File: src/rtl/cipher_frame_loader.sv
// cipher_frame_loader: gathers a key and a message from a byte stream and
// presents them as one stable flattened frame until the consumer takes it.
module cipher_frame_loader #(
  parameter int unsigned MSG_LEN = 6,
  parameter int unsigned SEC_LEN = 3
) (
  input  logic                   clk,
  input  logic                   rst_n,
  input  logic                   in_valid,
  output logic                   in_ready,
  input  logic [7:0]             in_data,
  input  logic                   rekey,
  output logic                   frame_valid,
  input  logic                   frame_ready,
  output logic                   key_valid,
  output logic [8*MSG_LEN-1:0]   text_flat,
  output logic [8*SEC_LEN-1:0]   secret_flat
);

  localparam int unsigned MAX_LEN = (MSG_LEN > SEC_LEN) ? MSG_LEN : SEC_LEN;
  localparam int unsigned CNT_W   = $clog2(MAX_LEN + 1);

  typedef enum logic [1:0] {
    IDLE = 2'd0,
    KEY  = 2'd1,
    MSG  = 2'd2,
    HOLD = 2'd3
  } state_e;

  state_e                      state_q, state_d;
  logic [CNT_W-1:0]            cnt_q, cnt_d;
  logic                        in_ready_q, in_ready_d;
  logic                        frame_valid_q, frame_valid_d;
  logic                        key_valid_q, key_valid_d;
  logic                        rekey_pend_q, rekey_pend_d;
  logic [MSG_LEN-1:0][7:0]     text_q, text_d;
  logic [SEC_LEN-1:0][7:0]     secret_q, secret_d;

  logic xfer;
  logic key_last;
  logic msg_last;
  logic rekey_now;

  assign xfer      = in_valid && in_ready_q;
  assign key_last  = (cnt_q == CNT_W'(SEC_LEN - 1));
  assign msg_last  = (cnt_q == CNT_W'(MSG_LEN - 1));
  assign rekey_now = rekey_pend_q || rekey;

  // State register
  always_ff @(posedge clk or negedge rst_n) begin
    if (!rst_n) begin
      state_q <= IDLE;
    end else begin
      state_q <= state_d;
    end
  end

  // Next-state decode; phases advance only on accepted bytes or a frame handshake
  always_comb begin
    state_d = state_q;
    case (state_q)
      IDLE:    state_d = KEY;
      KEY:     if (xfer && key_last) state_d = MSG;
      MSG:     if (xfer && msg_last) state_d = HOLD;
      HOLD:    if (frame_ready) state_d = rekey_now ? KEY : MSG;
      default: state_d = IDLE;
    endcase
  end

  // Output and datapath next values; buffers only change on accepted bytes
  always_comb begin
    cnt_d         = cnt_q;
    in_ready_d    = in_ready_q;
    frame_valid_d = frame_valid_q;
    key_valid_d   = key_valid_q;
    rekey_pend_d  = rekey_pend_q;
    text_d        = text_q;
    secret_d      = secret_q;
    case (state_q)
      IDLE: begin
        in_ready_d  = 1'b1;
        key_valid_d = 1'b0;
      end
      KEY: begin
        if (xfer) begin
          for (int unsigned i = 0; i < SEC_LEN; i++) begin
            if (cnt_q == CNT_W'(i)) secret_d[i] = in_data;
          end
          if (key_last) begin
            cnt_d       = '0;
            key_valid_d = 1'b1;
          end else begin
            cnt_d = cnt_q + CNT_W'(1);
          end
        end
      end
      MSG: begin
        if (rekey) rekey_pend_d = 1'b1;
        if (xfer) begin
          for (int unsigned i = 0; i < MSG_LEN; i++) begin
            if (cnt_q == CNT_W'(i)) text_d[i] = in_data;
          end
          if (msg_last) begin
            cnt_d         = '0;
            in_ready_d    = 1'b0;
            frame_valid_d = 1'b1;
          end else begin
            cnt_d = cnt_q + CNT_W'(1);
          end
        end
      end
      HOLD: begin
        if (rekey) rekey_pend_d = 1'b1;
        if (frame_ready) begin
          frame_valid_d = 1'b0;
          in_ready_d    = 1'b1;
          if (rekey_now) begin
            key_valid_d  = 1'b0;
            rekey_pend_d = 1'b0;
          end
        end
      end
      default: ;
    endcase
  end

  // Registered outputs, counter and buffers
  always_ff @(posedge clk or negedge rst_n) begin
    if (!rst_n) begin
      cnt_q         <= '0;
      in_ready_q    <= 1'b0;
      frame_valid_q <= 1'b0;
      key_valid_q   <= 1'b0;
      rekey_pend_q  <= 1'b0;
      text_q        <= '0;
      secret_q      <= '0;
    end else begin
      cnt_q         <= cnt_d;
      in_ready_q    <= in_ready_d;
      frame_valid_q <= frame_valid_d;
      key_valid_q   <= key_valid_d;
      rekey_pend_q  <= rekey_pend_d;
      text_q        <= text_d;
      secret_q      <= secret_d;
    end
  end

  assign in_ready    = in_ready_q;
  assign frame_valid = frame_valid_q;
  assign key_valid   = key_valid_q;
  assign text_flat   = text_q;
  assign secret_flat = secret_q;

endmodule

File: config.mk
export PLATFORM = sky130hd
export DESIGN_NAME = cipher_frame_loader
export DESIGN_NICKNAME = d
export VERILOG_FILES = /design/src/rtl/cipher_frame_loader.sv
export SDC_FILE = /design/constraint.sdc
export NUM_CORES = 1
export LEC_CHECK = 0
export ABC_AREA = 1
export CORE_MARGIN = 2
export CORE_UTILIZATION = 30
export CTS_CLUSTER_DIAMETER = 150
export DETAILED_ROUTE_END_ITERATION = 7
export PLACE_DENSITY = 0.52
export SYNTH_ARGS = -nofsm -noshare
export SYNTH_HDL_FRONTEND = slang
export SYNTH_SLANG_ARGS = --single-unit
File: constraint.sdc
create_clock -name clk -period 1.6 [get_ports clk]
set_clock_uncertainty 0.2 [all_clocks]
set_input_delay 0.32 -clock clk [delete_from_list [all_inputs] [get_ports clk]]
set_output_delay 0.32 -clock clk [all_outputs]
set_load 0.005 [all_outputs]
* Word-level counts from Yosys, hierarchy flattened
Cells that the tools add are included.
Word-level totals: input bits 13, logic and storage cells 83, register bits 81, output and inout bits 75
Operators by class: equal/unequal tests 16, reduce and logical (&&, ||, !) cells 24, add/sub/neg operators 1, mux-type cells 27
Operators with widths (count):
- 3-bit AND reduction | 11
- 2-bit inequality test (second input constant) | 8
- 1-bit 2-to-1 mux | 13
- 3-bit 2-to-1 mux | 4
- 2-bit 2-to-1 mux | 4
- 2-bit case mux with 4 select lines | 1
- 4-bit AND reduction | 2
- 3-bit by 2-bit equality test with 1-bit output (second input constant) | 2
- 3-bit equality test (second input constant) | 2
- 1-bit case mux with 3 select lines | 2
- 3-bit case mux with 2 select lines | 1
- 3-bit nonzero test | 2
- 5-bit AND reduction | 1
- 2-bit equality test (second input constant) | 2
- 1-bit case mux with 2 select lines | 2
- 2-bit nonzero test | 2
- 3-bit by 1-bit adder with 3-bit output (second input constant) | 1
- 3-bit by 1-bit equality test with 1-bit output (second input constant) | 1
- 1-bit logical AND | 3
- 3-bit logical NOT | 1
- 2-bit by 1-bit equality test with 1-bit output (second input constant) | 1
- 2-bit logical NOT | 1
- 1-bit logical OR | 1

* Depth between registers and ports, before layout
Gate-level depths: netlist of the first run.
word-level depth 4, gate-level depth with buffers 8, gate-level depth less buffers 8

* Least setup slack after synthesis of the first run
No wires, ideal clock.
kind register -> register, start register in_ready_q, in the netlist in_ready, end register text_q (netlist bit text_flat[30]), data required time 1.273 ns, buffers on the path 1, period minus slack after synthesis 1.503 ns, setup time 0.127 ns, setup slack 0.097 ns, cell stages (with the launch flop) 7, arrival 1.175 ns, path through dfrtp_1 nand2_1 nor2_8 nand2_4 buf_6 nand2_1 o21ai_2
On the way: longest elaborated chain between the ends 2
RTL lines:
- from (decl) | line 32 | logic in_ready_q, in_ready_d;
- from (signal assigned) | line 139 | in_ready_q <= in_ready_d;
- 1-bit logical AND | line 44 | assign xfer = in_valid && in_ready_q;
- 3-bit AND reduction (no source line)
- to (signal assigned) | line 143 | text_q <= text_d;
- to (decl) | line 36 | logic [MSG_LEN-1:0][7:0] text_q, text_d;
Every way passes these cells. A chain may end at the register's enable or synchronous reset.

* Final worst setup path of the first run
start input in_valid, end register secret_q (netlist bit secret_flat[18])
On the way: longest elaborated chain between the ends 2
RTL lines:
- from (decl) | line 9 | input logic in_valid,
- 1-bit logical AND | line 44
- 3-bit AND reduction (no source line)
- to (signal assigned) | line 144 | secret_q <= secret_d;
- to (decl) | line 37 | logic [SEC_LEN-1:0][7:0] secret_q, secret_d;
Every way passes these cells.

==> results of run 1 <==
-- stage by stage --
| step | setup TNS [ps] | util |
|---|---|---|
| floorplan | 0 | - |
| finish | -3.434 | 0.4330 |
| global route | -150.4 | 0.4330 |
| detailed placement | -31140 | 0.4023 |
| CTS | 0 | 0.4228 |
| global placement | -29930 | 0.4023 |
-- per-layer routing --
| metal | track usage | routed length (um) | up-vias |
|---|---|---|---|
| met3 | 0.03766 | 403 | 11 |
| met2 | 0.2391 | 4311 | 55 |
| li1 | - | - | 1293 |
| met1 | 0.1997 | 3883 | 1227 |
| met5 | 0 | 0 | - |
| met4 | 0.05220 | 137 | 0 |
-- synthesized netlist by cell type --
cell type | number | area [um^2]
sky130_fd_sc_hd__ha_1 | 1 | 12.51
sky130_fd_sc_hd__nor2_1 | 8 | 30.03
sky130_fd_sc_hd__buf_4 | 2 | 15.01
sky130_fd_sc_hd__nor2_8 | 1 | 20.02
sky130_fd_sc_hd__nand2_2 | 2 | 12.51
sky130_fd_sc_hd__nand2_4 | 7 | 78.83
sky130_fd_sc_hd__nand2_1 | 103 | 386.6
sky130_fd_sc_hd__buf_6 | 7 | 78.83
sky130_fd_sc_hd__nand3_1 | 6 | 30.03
sky130_fd_sc_hd__o21ai_0 | 5 | 25.02
sky130_fd_sc_hd__a21oi_1 | 2 | 10.01
sky130_fd_sc_hd__inv_2 | 6 | 22.52
sky130_fd_sc_hd__inv_1 | 15 | 56.30
sky130_fd_sc_hd__o21bai_1 | 2 | 15.01
sky130_fd_sc_hd__o21ai_2 | 17 | 148.9
sky130_fd_sc_hd__nand4_1 | 1 | 6.260
sky130_fd_sc_hd__nand3_4 | 1 | 17.52
sky130_fd_sc_hd__o21ai_1 | 55 | 275.3
sky130_fd_sc_hd__dfrtp_1 | 81 | 2027
sky130_fd_sc_hd__nand3_2 | 2 | 20.02
sky130_fd_sc_hd__nor2_2 | 3 | 18.77
-- flip-flops by register name, indices dropped and copies added (netlist names) --
name          cells
text_flat        48
secret_flat      24
cnt_q             3
state_q           2
frame_valid       1
in_ready          1
key_valid         1
rekey_pend_q      1
-- worst min-delay path, cell delays in order --
cell,delay [ps]
sky130_fd_sc_hd__dlygate4sd3_1,530
sky130_fd_sc_hd__buf_4,140
sky130_fd_sc_hd__buf_12,210
-- cell usage in the layout (no fill, tap or decap) --
cell type | Yosys | layout
sky130_fd_sc_hd__dlygate4sd3_1 | 0 | 1
sky130_fd_sc_hd__nand2_2 | 2 | 1
sky130_fd_sc_hd__buf_12 | 0 | 3
sky130_fd_sc_hd__o21ai_1 | 55 | 55
sky130_fd_sc_hd__o21bai_1 | 2 | 2
sky130_fd_sc_hd__nor2_4 | 0 | 3
sky130_fd_sc_hd__nand2_8 | 0 | 4
sky130_fd_sc_hd__nor2_8 | 1 | 1
sky130_fd_sc_hd__clkbuf_1 | 0 | 2
sky130_fd_sc_hd__buf_4 | 2 | 21
sky130_fd_sc_hd__nand4_1 | 1 | 1
sky130_fd_sc_hd__inv_1 | 15 | 14
sky130_fd_sc_hd__bufinv_16 | 0 | 2
sky130_fd_sc_hd__inv_2 | 6 | 7
sky130_fd_sc_hd__clkdlybuf4s50_1 | 0 | 11
sky130_fd_sc_hd__nand2_4 | 7 | 5
sky130_fd_sc_hd__a21oi_1 | 2 | 2
sky130_fd_sc_hd__clkinv_2 | 0 | 1
sky130_fd_sc_hd__dfrtp_1 | 81 | 79
sky130_fd_sc_hd__o21ai_2 | 17 | 17
sky130_fd_sc_hd__nand3_4 | 1 | 1
sky130_fd_sc_hd__nand2_1 | 103 | 102
sky130_fd_sc_hd__o21ai_0 | 5 | 5
sky130_fd_sc_hd__nand3_1 | 6 | 6
sky130_fd_sc_hd__ha_1 | 1 | 1
sky130_fd_sc_hd__clkinvlp_4 | 0 | 2
sky130_fd_sc_hd__dlygate4sd2_1 | 0 | 74
sky130_fd_sc_hd__nand3_2 | 2 | 3
sky130_fd_sc_hd__nor2_2 | 3 | 3
sky130_fd_sc_hd__clkbuf_2 | 0 | 1
sky130_fd_sc_hd__dfrtp_2 | 0 | 2
sky130_fd_sc_hd__nor2_1 | 8 | 5
sky130_fd_sc_hd__clkbuf_8 | 0 | 9
-- final timing paths --
check,from,end,slack (ps),depth (start not counted)
max in group asynchronous,rst_n,state_q[0],680,3
min in group clk,text_flat[26],text_flat[26],280,2
min reg2reg,text_flat[26],text_flat[26],280,2
max,in_valid,secret_flat[18],-3,6
max reg2reg,cnt_q[2],secret_flat[18],50,6
min,rst_n,text_flat[42],280,3
-- where the power goes --
part / leakage, uW / switching, uW / internal [uW]
clock network: 0.0000995 / 743 / 878
registers: 0.00107 / 478 / 2790
logic: 0.00134 / 1440 / 1480
-- logic make-up (layout without fill, tap and decap cells) --
logic type / Yosys count / count (layout) / share of synthesized area
AO/OA/AOI/OAI: 81 / 81 / 0.1434
adder cells (fa/ha/maj): 1 / 1 / 0.003783
flip-flops: 81 / 81 / 0.6129
buffers and inverters: 30 / 148 / 0.05221
AND/OR/NAND/NOR: 134 / 135 / 0.1877
-- timing repair --
action                                  4_1_cts  5_1_grt
setup buffers                                12        3
hold buffers                                  1        0
gates cloned                                  0        1
hold endpoints to repair                     81        0
endpoints found under the setup margin      141       75
pin swaps                                     1        2
gates resized for setup                      77       16
-- final cells by class --
type                       instances  area share
multi-input combinational        217      0.2541
timing repair buffer             111      0.2120
clock inverter                     5     0.01714
clock buffer                      11     0.02811
tap                              140     0.03748
sequential                        81      0.4343
inverter                          21     0.01687
==> parameters.txt, run 1 <==
Parameter                              Value

Yosys
  Ys Warns    0
  Number of unique standard cell types used by synthesis    21
  Avg Cell Area, Syn    10.11 um^2
  Synthesized flop and latch total    81
  Sequential area share after synthesis    0.6129
  Synthesized cell area    3307 um^2
  Count of mapped cells out of synthesis    327
  Syn_nets    341

Place
  Worst slack at placement    -438.0 ps
  Cell area after placement    4342 um^2
  Half-perimeter wire length of the detailed placement result    5708 um
  Cell total after placement    553
  Count of buffers from port buffering    87
  Final weighted congestion in routability-driven placement    0.8503

Floorplanning
  Initial standard-cell utilization of the core    0.3064
  Overall die height    109.0 um
  Total number of placement rows    38
  Top Ports    88
  Die footprint    11880 um^2
  Core Box Area    10790 um^2
  Floorplan die width    109.0 um

Global routing
  Number of antenna violations at the first check in global routing    0
  Vias in the first global route    2425
  GRT Util Overall    0.1504
  Pin count of the biggest net entering global routing    46
  Global-route wire length before repair    13130 um
  GRT overflow    0

STA
  Post-route minimum period    1603 ps
  Relative slew margins    0.6409
  Unrepaired setup endpoints after global routing    yes
  # setup viols final    1
  Final period utilization    1.002
  Final hold violation count    0
  Post-route setup slack    -3.434 ps
  Final Hold Slack    280.6 ps
  Worst-margin pin slew    538.1 ps
  Maximum clock frequency    623.7 MHz
  Slew Limit Fails    0

Cells and area
  Area used by multi-input combinational logic    1187 um^2
  Post-layout nets    455
  Area added between synthesis and finish    41.32%
  Antenna cells    0
  Cell Count, Final, Fillers Out    586
  Design Area, Final    4673 um^2
  Total of fill cells in the finished design    1084
  Storage cell area    2029 um^2
  Layout cell share with drive strength beyond 1    0.1928

Setup path
  Longest individual stage delay on the worst path    470 ps
  Max Fanout on Critical Path    8
  Slowest-stage cell, CP    sky130_fd_sc_hd__clkdlybuf4s50_1
  Kind of end point of the critical path    flip-flop
  Buffers & Inverters on Critical Path    2
  Critical Setup Path Class    input pin to flip-flop
  Critical path required time    1630 ps
  Largest delay contributor family on the critical path    buffers and inverters
  Worst endpoint data arrival time    1630 ps
  List of cells traversed by the critical path    clkdlybuf4s50_1, nand2_2, inv_1, nand3_2, nand2_1, o21ai_1
  Kind of start point of the critical path    input pin

Power and ir drop
  PD cells    1671 nW/um^2
  Worst IR Drop VDD    0.0005560 V
  PnR Total Power    7809 uW
  Standby leakage power    0.002509 uW

Routing
  Count of TritonRoute iterations in the first routing pass    4
  DRC Markers    0
  Vias per cell    4.413
  Via count    2586
  Remaining antenna violation count after routing    0
  Wire per inst    14.91 um
  Final WL    8735 um
  Drt first-iter violations    79

Job
  Max-cap violations    0

Outcome
  Violations in the final reports    negative setup slack
  Outcome    finished with violations

CTS
  CTS Root Buffer Type    sky130_fd_sc_hd__clkbuf_8
  Maximum level of the CTS H-tree    3
  Clk Latency, worst-skew pair    350 ps
  CTS Buffer Depth    2
  CTS clk-pin slew, worst paths    80 ps
  TritonCTS Buffers    9
  Clock sink count    81
  TritonCTS clock tree    yes

Worst hold path
  Hold WC Path Type    input pin to async pin
No activity file was read; power rests on OpenSTA's default activity.
==> inputs of run 2 (changes only) <==
--- a/config.mk
+++ b/config.mk
@@ -14,3 +14,4 @@
 export SYNTH_ARGS = -nofsm -noshare
 export SYNTH_HDL_FRONTEND = slang
 export SYNTH_SLANG_ARGS = --single-unit
+export TNS_END_PERCENT = 30
==> parameters.txt, run 2 (same netlist as run 1, synthesis figures left out) <==
Parameter                              Value

Global routing
  GRT overflow    0 (unchanged)
  Pin count of the biggest net entering global routing    46 (unchanged)
  Global-route wire length before repair    13120 um (was 13130 um)
  GRT Util Overall    0.1503 (was 0.1504)
  Number of antenna violations at the first check in global routing    0 (unchanged)
  Vias in the first global route    2406 (was 2425)

Setup path
  Buffers & Inverters on Critical Path    1 (was 2)
  Critical path required time    1080 ps (was 1630 ps)
  Slowest-stage cell, CP    sky130_fd_sc_hd__dfrtp_1 (was sky130_fd_sc_hd__clkdlybuf4s50_1)
  Worst endpoint data arrival time    1030 ps (was 1630 ps)
  Capturing instance or port of the critical path    secret_flat[15] (was secret_flat[18])
  Largest delay contributor family on the critical path    flip-flops (was buffers and inverters)
  Max Fanout on Critical Path    2 (was 8)
  Timing startpoint of the critical path    secret_flat[15] (was in_valid)
  Reg2reg end    secret_flat[17] (was secret_flat[18])
  Kind of end point of the critical path    output port (was flip-flop)
  Critical Setup Path Class    flip-flop to output port (was input pin to flip-flop)
  Reg-to-reg setup timing slack    70 ps (was 50 ps)
  Kind of start point of the critical path    flip-flop (was input pin)
  Launch point of the worst reg-to-reg path    cnt_q[2] (unchanged)
  Total number of cells along the worst setup path    1 (was 6)
  List of cells traversed by the critical path    dlygate4sd2_1 (was clkdlybuf4s50_1, nand2_2, inv_1, nand3_2, nand2_1, o21ai_1)
  Longest individual stage delay on the worst path    410 ps (was 470 ps)
  Worst reg-to-reg path cell count    6 (unchanged)

Routing
  Final WL    8528 um (was 8735 um)
  Vias per cell    4.402 (was 4.413)
  Via count    2549 (was 2586)
  DRC Markers    0 (unchanged)
  Wire per inst    14.73 um (was 14.91 um)
  Remaining antenna violation count after routing    0 (unchanged)
  Count of TritonRoute iterations in the first routing pass    4 (unchanged)
  Drt first-iter violations    65 (was 79)

CTS
  Maximum level of the CTS H-tree    3 (unchanged)
  TritonCTS Buffers    9 (unchanged)
  Clk Latency, worst-skew pair    350 ps (about the same)
  CTS Root Buffer Type    sky130_fd_sc_hd__clkbuf_8 (unchanged)
  TritonCTS clock tree    yes (unchanged)
  CTS clk-pin slew, worst paths    90 ps (was 80 ps)
  Clock sink count    81 (unchanged)
  CTS Buffer Depth    2 (unchanged)

Power and ir drop
  Standby leakage power    0.002500 uW (was 0.002509 uW)
  PnR Total Power    7668 uW (was 7809 uW)
  Worst IR Drop VDD    0.0005515 V (was 0.0005560 V)
  PD cells    1670 nW/um^2 (was 1671 nW/um^2)

STA
  Unrepaired setup endpoints after global routing    yes (unchanged)
  Post-route minimum period    1548 ps (was 1603 ps)
  Relative slew margins    0.6465 (was 0.6409)
  Post-route setup slack    52.39 ps (was -3.434 ps)
  # setup viols final    0 (was 1)
  Setup TNS Final    0 ps (was -3.434 ps)
  Final Hold Slack    272.9 ps (was 280.6 ps)
  Final period utilization    0.9673 (was 1.002)
  Final hold violation count    0 (unchanged)
  Slew Limit Fails    0 (unchanged)
  Maximum clock frequency    646.2 MHz (was 623.7 MHz)
  Worst-margin pin slew    529.7 ps (was 538.1 ps)

Floorplanning
  Initial standard-cell utilization of the core    0.3064 (unchanged)
  Overall die height    109.0 um (unchanged)
  Top Ports    88 (unchanged)
  Floorplan die width    109.0 um (unchanged)
  Core Box Area    10790 um^2 (unchanged)
  Total number of placement rows    38 (unchanged)
  Die footprint    11880 um^2 (unchanged)

Outcome
  Outcome    completed (was finished with violations)

Cells and area
  Number of flip-flops under the largest register name    48 (unchanged)
  Layout cell share with drive strength beyond 1    0.1754 (was 0.1928)
  Post-layout nets    448 (was 455)
  Area added between synthesis and finish    38.86% (was 41.32%)
  Most common cell after layout, fill and taps aside    sky130_fd_sc_hd__nand2_1 (unchanged)
  Most frequent cells in the layout    sky130_fd_sc_hd__nand2_1 (102), sky130_fd_sc_hd__dfrtp_1 (80), sky130_fd_sc_hd__dlygate4sd2_1 (74) (was sky130_fd_sc_hd__nand2_1 (102), sky130_fd_sc_hd__dfrtp_1 (79), sky130_fd_sc_hd__dlygate4sd2_1 (74))
  Antenna cells    0 (unchanged)

Place
  Worst slack at placement    -438.0 ps (unchanged)
  Half-perimeter wire length of the detailed placement result    5708 um (unchanged)
  Final weighted congestion in routability-driven placement    0.8503 (unchanged)
  Count of buffers from port buffering    87 (unchanged)

Worst hold path
  Hold WC Path Type    flip-flop to flip-flop (was input pin to async pin)

Job
  Max-cap violations    0 (unchanged)
-- run 2: cell types whose count changed in the layout (fill, tap and decap cells not counted) --
| cell | change |
|---|---|
| sky130_fd_sc_hd__nor2_4 | -1 |
| sky130_fd_sc_hd__nand2_4 | +2 |
| sky130_fd_sc_hd__nand2_8 | -2 |
| sky130_fd_sc_hd__dfrtp_2 | -1 |
| sky130_fd_sc_hd__nor2_1 | +1 |
| sky130_fd_sc_hd__nand3_2 | -1 |
| sky130_fd_sc_hd__dfrtp_1 | +1 |
| sky130_fd_sc_hd__buf_4 | -6 |
-- run 2: final cells by class --
cell class	instances	area [um^2]
clock inverter	5	80.08
tap	140	175.2
inverter	21	78.83
sequential	81	2028
timing repair buffer	105	945.9
clock buffer	11	131.4
fill	1089	6201
multi-input combinational	216	1152
-- run 2: how the worst min path moves through the flow --
stage / startpoint / to / slack (ps) / cells after the start
after detailed placement: rst_n / text_flat[40] / 110 / 2
after CTS: frame_valid / frame_valid / 280 / 2
final: frame_valid / frame_valid / 270 / 2
after floorplan: rst_n / cnt_q[0] / -180 / 0
after global placement: rst_n / text_flat[42] / 110 / 2
after global routing: rst_n / secret_flat[10] / 290 / 3
-- run 2: metal layers --
metal | up-vias | part of all wire | track usage
li1 | 1275 | - | -
met1 | 1211 | 0.45 | 0.2008
met2 | 51 | 0.49 | 0.2374
met3 | 12 | 0.046 | 0.03766
met4 | 0 | 0.016 | 0.05220
met5 | - | 0 | 0
-- run 2: through the flow --
| stage | instances | area (um^2) | utilization |
|---|---|---|---|
| after detailed placement | 553 | 4342 | 0.4023 |
| final | 579 | 4592 | 0.4255 |
| after floorplan | 327 | 3307 | - |
| after CTS | 576 | 4518 | 0.4186 |
| after global routing | 579 | 4592 | 0.4255 |
| after global placement | 553 | 4342 | 0.4023 |
-- run 2: worst min-delay path: cells and delay by family (launching register included) --
kind             cells  cell delay (ps)
DFF                  1              350
and+or+nand+nor      2              100
-- run 2: timing repair --
item | in CTS | in global routing
pin swaps | 1 | 1
resized for setup | 77 | 11
endpoints found under the hold margin | 81 | 0
hold buffers | 1 | 0
setup buffers | 6 | 3
endpoints found under the setup margin | 141 | 75
-- run 2: power by group --
part           leakage [uW]  switching [uW]  internal (uW)
Sequential          0.00107             475           2790
Combinational       0.00133            1370           1410
Clock             0.0000995             738            878
